[src/rtl/serial_adder_ctrl_pkg.sv]
// serial_adder_ctrl_pkg: shared state encoding and counter sizing for the bit-serial adder.
//   state_e : controller states (IDLE, ADD, DONE); encoding 2'd3 is illegal
//   cnt_w() : bit-cycle counter width for a given operand width (minimum 1)
package serial_adder_ctrl_pkg;

    typedef enum logic [1:0] {
        IDLE = 2'd0,
        ADD  = 2'd1,
        DONE = 2'd2
    } state_e;

    function automatic int cnt_w(input int w);
        return (w < 2) ? 1 : $clog2(w + 1);
    endfunction

endpackage

[src/rtl/serial_adder_ctrl_fa_cell.sv]
// fa_cell: single combinational full-adder cell.
//   X, Y, Z : addend bits and carry-in
//   S       : sum bit
//   C       : carry-out (majority of X, Y, Z)
module fa_cell (
    input  logic X,
    input  logic Y,
    input  logic Z,
    output logic S,
    output logic C
);

    assign S = X ^ Y ^ Z;
    assign C = (X & Y) | (X & Z) | (Y & Z);

endmodule

[src/rtl/serial_adder_ctrl.sv]
// serial_adder_ctrl: bit-serial adder, one shared full-adder cell stepped LSB first over WIDTH cycles.
//   clk, rst_n   : rising-edge clock, asynchronous active-low reset
//   start        : new-addition request, accepted in IDLE or DONE
//   A, B, CIN    : operands and carry-in, captured on an accepted start
//   busy         : high while bits are being added
//   done         : one-cycle pulse when SUM/COUT carry a fresh result
//   SUM, COUT    : registered result, held stable until the next DONE
module serial_adder_ctrl
    import serial_adder_ctrl_pkg::*;
#(
    parameter int WIDTH = 8
) (
    input  logic             clk,
    input  logic             rst_n,
    input  logic             start,
    input  logic [WIDTH-1:0] A,
    input  logic [WIDTH-1:0] B,
    input  logic             CIN,
    output logic             busy,
    output logic             done,
    output logic [WIDTH-1:0] SUM,
    output logic             COUT
);

    localparam int CW = cnt_w(WIDTH);

    state_e           state_q, state_d;
    logic [WIDTH-1:0] a_q, a_d, b_q, b_d, sh_q, sh_d, sum_q, sum_d;
    logic             carry_q, carry_d, cout_q, cout_d;
    logic [CW-1:0]    cnt_q, cnt_d;
    logic             s, c;
    logic [WIDTH:0]   sh_ext;

    fa_cell u_fa (
        .X (a_q[0]),
        .Y (b_q[0]),
        .Z (carry_q),
        .S (s),
        .C (c)
    );

    // New sum bit enters at the MSB; the top WIDTH bits are the shifted result
    // (written this way so WIDTH = 1 needs no special-case slice).
    assign sh_ext = {s, sh_q};

    always_comb begin
        state_d = state_q;
        a_d     = a_q;
        b_d     = b_q;
        sh_d    = sh_q;
        carry_d = carry_q;
        cnt_d   = cnt_q;
        sum_d   = sum_q;
        cout_d  = cout_q;
        case (state_q)
            IDLE, DONE: begin
                state_d = start ? ADD : IDLE;
                if (start) begin
                    a_d     = A;
                    b_d     = B;
                    carry_d = CIN;
                    cnt_d   = '0;
                    sh_d    = '0;
                end
            end
            ADD: begin
                a_d     = a_q >> 1;
                b_d     = b_q >> 1;
                sh_d    = sh_ext[WIDTH:1];
                carry_d = c;
                cnt_d   = cnt_q + CW'(1);
                if (cnt_q == CW'(WIDTH - 1)) begin
                    sum_d   = sh_ext[WIDTH:1];
                    cout_d  = c;
                    state_d = DONE;
                end
            end
            default: state_d = IDLE;
        endcase
    end

    always_ff @(posedge clk or negedge rst_n) begin
        if (!rst_n) begin
            state_q <= IDLE;
            a_q     <= '0;
            b_q     <= '0;
            sh_q    <= '0;
            carry_q <= 1'b0;
            cnt_q   <= '0;
            sum_q   <= '0;
            cout_q  <= 1'b0;
        end else begin
            state_q <= state_d;
            a_q     <= a_d;
            b_q     <= b_d;
            sh_q    <= sh_d;
            carry_q <= carry_d;
            cnt_q   <= cnt_d;
            sum_q   <= sum_d;
            cout_q  <= cout_d;
        end
    end

    assign busy = (state_q == ADD);
    assign done = (state_q == DONE);
    assign SUM  = sum_q;
    assign COUT = cout_q;

endmodule

[config.mk]
export PLATFORM = sky130hd
export DESIGN_NAME = serial_adder_ctrl
export DESIGN_NICKNAME = d
export VERILOG_FILES = /design/src/rtl/serial_adder_ctrl_pkg.sv /design/src/rtl/serial_adder_ctrl_fa_cell.sv /design/src/rtl/serial_adder_ctrl.sv
export SDC_FILE = /design/constraint.sdc
export NUM_CORES = 1
export LEC_CHECK = 0
export CAP_MARGIN = 15
export CORE_MARGIN = 4
export CORE_UTILIZATION = 40
export CTS_BUF_LIST = sky130_fd_sc_hd__clkbuf_4
export CTS_CLUSTER_DIAMETER = 60
export DETAILED_ROUTE_END_ITERATION = 6
export HOLD_SLACK_MARGIN = 0.05
export PLACE_DENSITY = 0.63
export REMOVE_ABC_BUFFERS = 1
export SETUP_SLACK_MARGIN = 0.2
export SLEW_MARGIN = 15
export SYNTH_ARGS = -nofsm -noshare
export SYNTH_HDL_FRONTEND = slang
export SYNTH_SLANG_ARGS = --single-unit
[constraint.sdc]
create_clock -name clk -period 1.9 [get_ports clk]
set_input_delay 0.285 -clock clk [delete_from_list [all_inputs] [get_ports clk]]
set_output_delay 0.285 -clock clk [all_outputs]
set_load 0.01 [all_outputs]
==> impl_metrics.json, run 1 <==
{
  "status": "complete, no violations",
  "avgSynthCellArea_sq_um": 14.1,
  "synth-seq-cells": 39,
  "ant_nets": 0,
  "drtPass1Iterations": 4,
  "viasPerCell": 5.18,
  "min_period_ps": 1620,
  "vias": 1020,
  "first_global_vias": 1018,
  "clk_path_buf_depth": 2,
  "yosysSeqAreaShare": 0.607,
  "fin_nets": 170,
  "overflow": 0,
  "cts_tree": "built",
  "crit_fanout": 12,
  "antenna_cells": 0,
  "worst_slew_pin_slew_ps": 574,
  "synth_top_family_by_area": "compound AO/OA/AOI/OAI gates",
  "io_pins": 31,
  "synthAdderAreaFrac": 0.0202,
  "holdWs_ps": 491,
  "rsz0062_at_grt": "no",
  "finalCritPeriodShare": 0.854,
  "min_from": "a_q[3]",
  "coreArea_sq_um": 3770,
  "crit_buf_inv": 1,
  "crit_family": "flip-flops",
  "wl_um": 2800,
  "setup_violations": 0,
  "dp_slack_ps": 136,
  "synth_cell_types": 18,
  "critPathSlowestCell": "dfrtp_1",
  "gp_congestion": 0.711,
  "synth_most_common_cell": "dfrtp_1",
  "max-slew-margin-rel": 0.616,
  "netlist_instances": 114,
  "insertion_delay_ps": 330,
  "die_area_sq_um": 5100,
  "synth_edf_count": 0,
  "p_per_area_nw_per_um2": 1530,
  "worstSetupPathType": "reg -> out",
  "slew_viol_final": 0,
  "min_path_type": "reg -> reg",
  "grt_pass1_wl_um": 4730,
  "fin_skew_ps": 7.45,
  "synthFlopType": "dfrtp_1",
  "finalHoldViolations": 0,
  "synthXorXnorAreaFrac": 0,
  "dp_hpwl_um": 1980,
  "cp_slowest_stage_delay_ps": 380,
  "p_leak_nw": 1.01,
  "drive_gt1_frac": 0.101,
  "path_cells": "and2b_4 -> dlygate4sd2_1",
  "ys_top_cells_by_count": "dfrtp_1 (39), a22o_1 (26), a21o_1 (15)",
  "syn_to_final_growth_pct": 24.9,
  "cts_setup_buffers": 0,
  "rows": 22,
  "worst_slack_ps": 278,
  "die_h_um": 71.4,
  "tns_ps": 0,
  "synth_area_leaders": "dfrtp_1 (61%), a22o_1 (14%), a21o_1 (7.0%)",
  "worstPathArrival_ps": 1340,
  "synth-simple-area-share": 0.0475,
  "crit_required_ps": 1620,
  "drc": 0,
  "async_flop_share": 1.00,
  "numCtsBuffers": 5,
  "port_buffers": 30,
  "drtIter0Drc": 72,
  "muxShareOfSynthArea": 0.0825,
  "clockRootBuffer": "clkbuf_4",
  "r2r-start": "state_q[1]",
  "netlist_area_sq_um": 1610,
  "synth_warnings": 0,
  "die_w_um": 71.4,
  "synth_compound_area_frac": 0.215,
  "cp-end-kind": "output port",
  "cts.clk_slew.worst_paths_ps": 110,
  "cts.sinks": 39,
  "avgRoutedWirePerCell_um": 14.2,
  "track_usage": 0.118,
  "htree_levels": 2,
  "ir_drop_v": 0.000624,
  "grt_antenna_before_repair": 0,
  "synth_top_area_frac": 0.607,
  "max_cap_viol_count": 0,
  "start_util": 0.426,
  "grt_max_degree": 40,
  "crit_start": "state_q[1]",
  "worstSetupStartpointType": "flip-flop",
  "synth_top_area_cell": "dfrtp_1",
  "fmax_mhz": 617
}
cell type report:
type | instances | area (sq um)
fill | 325 | 1760
clock inverter | 2 | 7.51
sequential | 39 | 976
timing repair buffer | 35 | 333
tap | 48 | 60.1
multi-input combinational | 67 | 587
clock buffer | 6 | 45.0
sequential cells by signal, summed over array words and instances, names as in the netlist:
register	count
SUM	8
a_q	8
b_q	8
sh_q	7
cnt_q	4
state_q	2
COUT	1
carry_q	1
final timing paths:
check / slack [ps] / depth (start not counted) / end
max: 280 / 2 / busy
min: 490 / 1 / a_q[3]
max reg2reg: 340 / 4 / SUM[4]
min reg2reg: 490 / 1 / a_q[3]
max in group asynchronous: 1050 / 3 / b_q[5]
min in group asynchronous: 520 / 3 / SUM[6]
worst register-to-register path, cell delays in order, from the launching register on:
cell,delay (ps)
dfrtp_1,380
and2b_4,340
nor3b_2,180
buf_4,200
mux2_1,350
placed cells by master (no fill, tap or decap):
cell type	synthesis	routed
o21ai_0	1	1
ha_1	1	1
nor2_4	1	1
nand2b_1	1	1
clkdlybuf4s50_1	0	27
a21o_1	15	15
nor3b_2	1	1
clkinv_1	0	2
buf_4	2	4
nor2b_1	3	3
nand2_1	3	3
dfrtp_1	39	39
fa_1	1	1
a22o_1	26	26
buf_2	6	1
mux2_2	1	1
dlygate4sd3_1	0	1
clkbuf_4	0	6
dlygate4sd2_1	0	2
mux2i_1	2	2
mux2_1	9	9
nand4_1	1	1
and2b_4	1	1
metrics by stage:
stage	utilization	std cells	cell area (sq um)	power (mW)
finish	0.533	197	2010	3.07
global route	0.533	197	2010	3.29
CTS	0.533	197	2010	3.12
detailed placement	0.517	188	1950	2.73
global placement	0.517	188	1950	2.66
floorplan	-	106	1560	2.25
per-layer routing:
metal	vias up	wire length, um	global-route usage
li1	490	-	-
met1	494	1310	0.161
met2	31	1320	0.179
met3	5	148	0.0309
met4	0	30	0.0501
met5	-	0	0
timing repair:
action | 4_1_cts | 5_1_grt
resized for setup | 2 | 0
hold buffers | 1 | 0
endpoints found under the hold margin | 39 | 0
endpoints found under the setup margin | 2 | 0
where the power goes:
group | switching, mW | total [mW] | leakage [nW] | internal [mW]
sequential | 0.228 | 1.42 | 0.498 | 1.19
clock | 0.241 | 0.392 | 0.0307 | 0.151
combinational | 0.541 | 1.26 | 0.478 | 0.719
total | 1.01 | 3.07 | 1.01 | 2.06
logic make-up (layout without fill, tap and decap cells):
family                   after synthesis  count (layout)
AO/OA/AOI/OAI                         42              42
adder cells (fa/ha/maj)                2               2
buffers and inverters                  8              43
flip-flops                            39              39
multiplexers                          12              12
AND/OR/NAND/NOR                       11              11
Power figures use the tool's default switching activity.
==> inputs of run 2 (changes only) <==
- clock period: 1.9 -> 1.7 ns (I/O delays scaled with it)
==> run 2 against run 1 <==
Sequential power is 11% higher; worst hold slack worse by 82 ps; clock-buffer cell count stayed put; core utilization is 3.5 points higher; sequential share of layout area is 3.0 points lower; die area stayed put; register-to-register slack worse by 180 ps; non-clock buffer count is 6 higher; critical path depth is 2 higher; power is 19% higher; wire length is 7.6% higher; via count is 3.3% higher; critical endpoint is now COUT; largest power group is now combinational logic.
==> impl_metrics.json, run 2 (synthesis gave the netlist of run 1 again) <==
{
  "status": "complete, no violations",
  "crit_buf_inv": 1,
  "grt_antenna_before_repair": 0,
  "reg2reg_depth": 4,
  "r2r-start": "state_q[1]",
  "dr_wl_met2_um": 1380,
  "wl_met3_um": 161,
  "cts.clk_slew.worst_paths_ps": 110,
  "cts_tree": "built",
  "die_w_um": 71.4,
  "drtIter0Drc": 91,
  "die_area_sq_um": 5100,
  "coreArea_sq_um": 3770,
  "rows": 22,
  "antenna_cells": 0,
  "critPathSlowestCell": "dfrtp_1",
  "clk_path_buf_depth": 2,
  "p_leak_nw": 1.18,
  "min_path_type": "in -> async",
  "htree_levels": 2,
  "holdWs_ps": 409,
  "slew_viol_final": 0,
  "viasPerCell": 5.19,
  "crit_fanout": 5,
  "regToRegSetupSlack_ps": 160,
  "cp_slowest_stage_delay_ps": 380,
  "rsz0062_at_grt": "yes",
  "cp-end-kind": "flip-flop",
  "mostFrequentLayoutCell": "dfrtp_1",
  "wl_um": 3020,
  "highest_layer": "met4",
  "clockRootBuffer": "clkbuf_4",
  "port_buffers": 30,
  "insertion_delay_ps": 330,
  "crit_family": "simple AND/OR/NAND/NOR gates",
  "rr_endpoint": "COUT",
  "power_mw": 3.65,
  "worst_slew_pin_slew_ps": 579,
  "overflow": 0,
  "vias": 1054,
  "grt_pass1_wl_um": 5230,
  "fmax_mhz": 648,
  "fin_nets": 176,
  "min_period_ps": 1540,
  "p_per_area_nw_per_um2": 1700,
  "fin_skew_ps": 7.72,
  "numCtsBuffers": 5,
  "syn_to_final_growth_pct": 33.1,
  "worstPathArrival_ps": 1760,
  "max_cap_viol_count": 0,
  "worstSetupPathType": "reg -> reg",
  "dp_hpwl_um": 1940,
  "path_cells": "and2b_4 -> nor3b_4 -> buf_6 -> mux2_4",
  "track_usage": 0.130,
  "drive_gt1_frac": 0.206,
  "setup_violations": 0,
  "finalHoldViolations": 0,
  "ir_drop_v": 0.000738,
  "cts.sinks": 39,
  "start_util": 0.426,
  "gp_congestion": 0.725,
  "worstSetupStartpointType": "flip-flop",
  "layout_common_cells": "dfrtp_1 (39), a22o_1 (26), clkdlybuf4s50_1 (18), a21o_1 (15), mux2_4 (9)",
  "crit_required_ps": 1920,
  "wl_met1_um": 1440,
  "first_global_vias": 1066,
  "ant_nets": 0,
  "drtPass1Iterations": 4,
  "crit_start": "state_q[1]",
  "max-slew-margin-rel": 0.613,
  "drc": 0,
  "grt_max_degree": 40,
  "avgRoutedWirePerCell_um": 14.9,
  "finalCritPeriodShare": 0.907,
  "io_pins": 31,
  "die_h_um": 71.4
}
==> run 2: repair_timing <==
item | in CTS | in global routing
pin swaps | 1 | 1
cloned | 1 | 0
hold buffers | 1 | 0
hold endpoints to repair | 39 | 0
setup endpoints to repair | 12 | 30
resized for setup | 16 | 14
setup buffers | 3 | 1
==> run 2: layout make-up <==
cell class                      count  area [sq um]
Fill cell                         313          1630
Sequential cell                    39           976
Multi-Input combinational cell     67           629
Timing Repair Buffer               41           422
Tap cell                           48          60.1
Clock buffer                        6          45.0
Clock inverter                      2          7.51
==> run 2: report_power, final <==
part | total [mW] | switching, mW | internal (mW)
Clock | 0.442 | 0.272 | 0.169
Combinational | 1.62 | 0.662 | 0.960
Sequential | 1.58 | 0.253 | 1.33
Total | 3.65 | 1.19 | 2.46
==> run 2: per-stage QoR <==
step | util | area, sq um | setup WS [ps] | std cells | setup TNS (ps)
global placement | 0.522 | 1970 | -0.699 | 189 | -0.699
floorplan | - | 1560 | -127 | 106 | -1300
global route | 0.567 | 2140 | 98.0 | 203 | 0
detailed placement | 0.522 | 1970 | -34.9 | 189 | -34.9
finish | 0.567 | 2140 | 158 | 203 | 0
CTS | 0.558 | 2100 | 131 | 202 | 0
==> run 2: worst max-delay path by stage <==
stage          endpoint  slack [ps]  cells past startpoint
4_1_cts            busy         130                      2
3_5_place_dp   cnt_q[2]         -30                      5
6_report           COUT         160                      4
3_3_place_gp   cnt_q[2]        -0.7                      5
2_1_floorplan    SUM[7]        -130                      3
5_1_grt            COUT         100                      5
==> run 2: per-layer routing <==
| layer | vias up | global-route usage |
|---|---|---|
| met5 | - | 0 |
| met1 | 514 | 0.178 |
| li1 | 505 | - |
| met2 | 28 | 0.194 |
| met4 | 0 | 0.0438 |
| met3 | 7 | 0.0435 |
==> run 2: worst register-to-register path, stage by stage, from the launching register on <==
cell and delay (ps):
dfrtp_1 380, and2b_4 290, nor3b_4 270, buf_6 180, mux2_4 310
==> inputs of run 3 (changes only) <==
- CTS_CLUSTER_DIAMETER: 60 -> 40
==> results of run 3 <==
Final layout, timing and power as in run 2 (identical DEF).
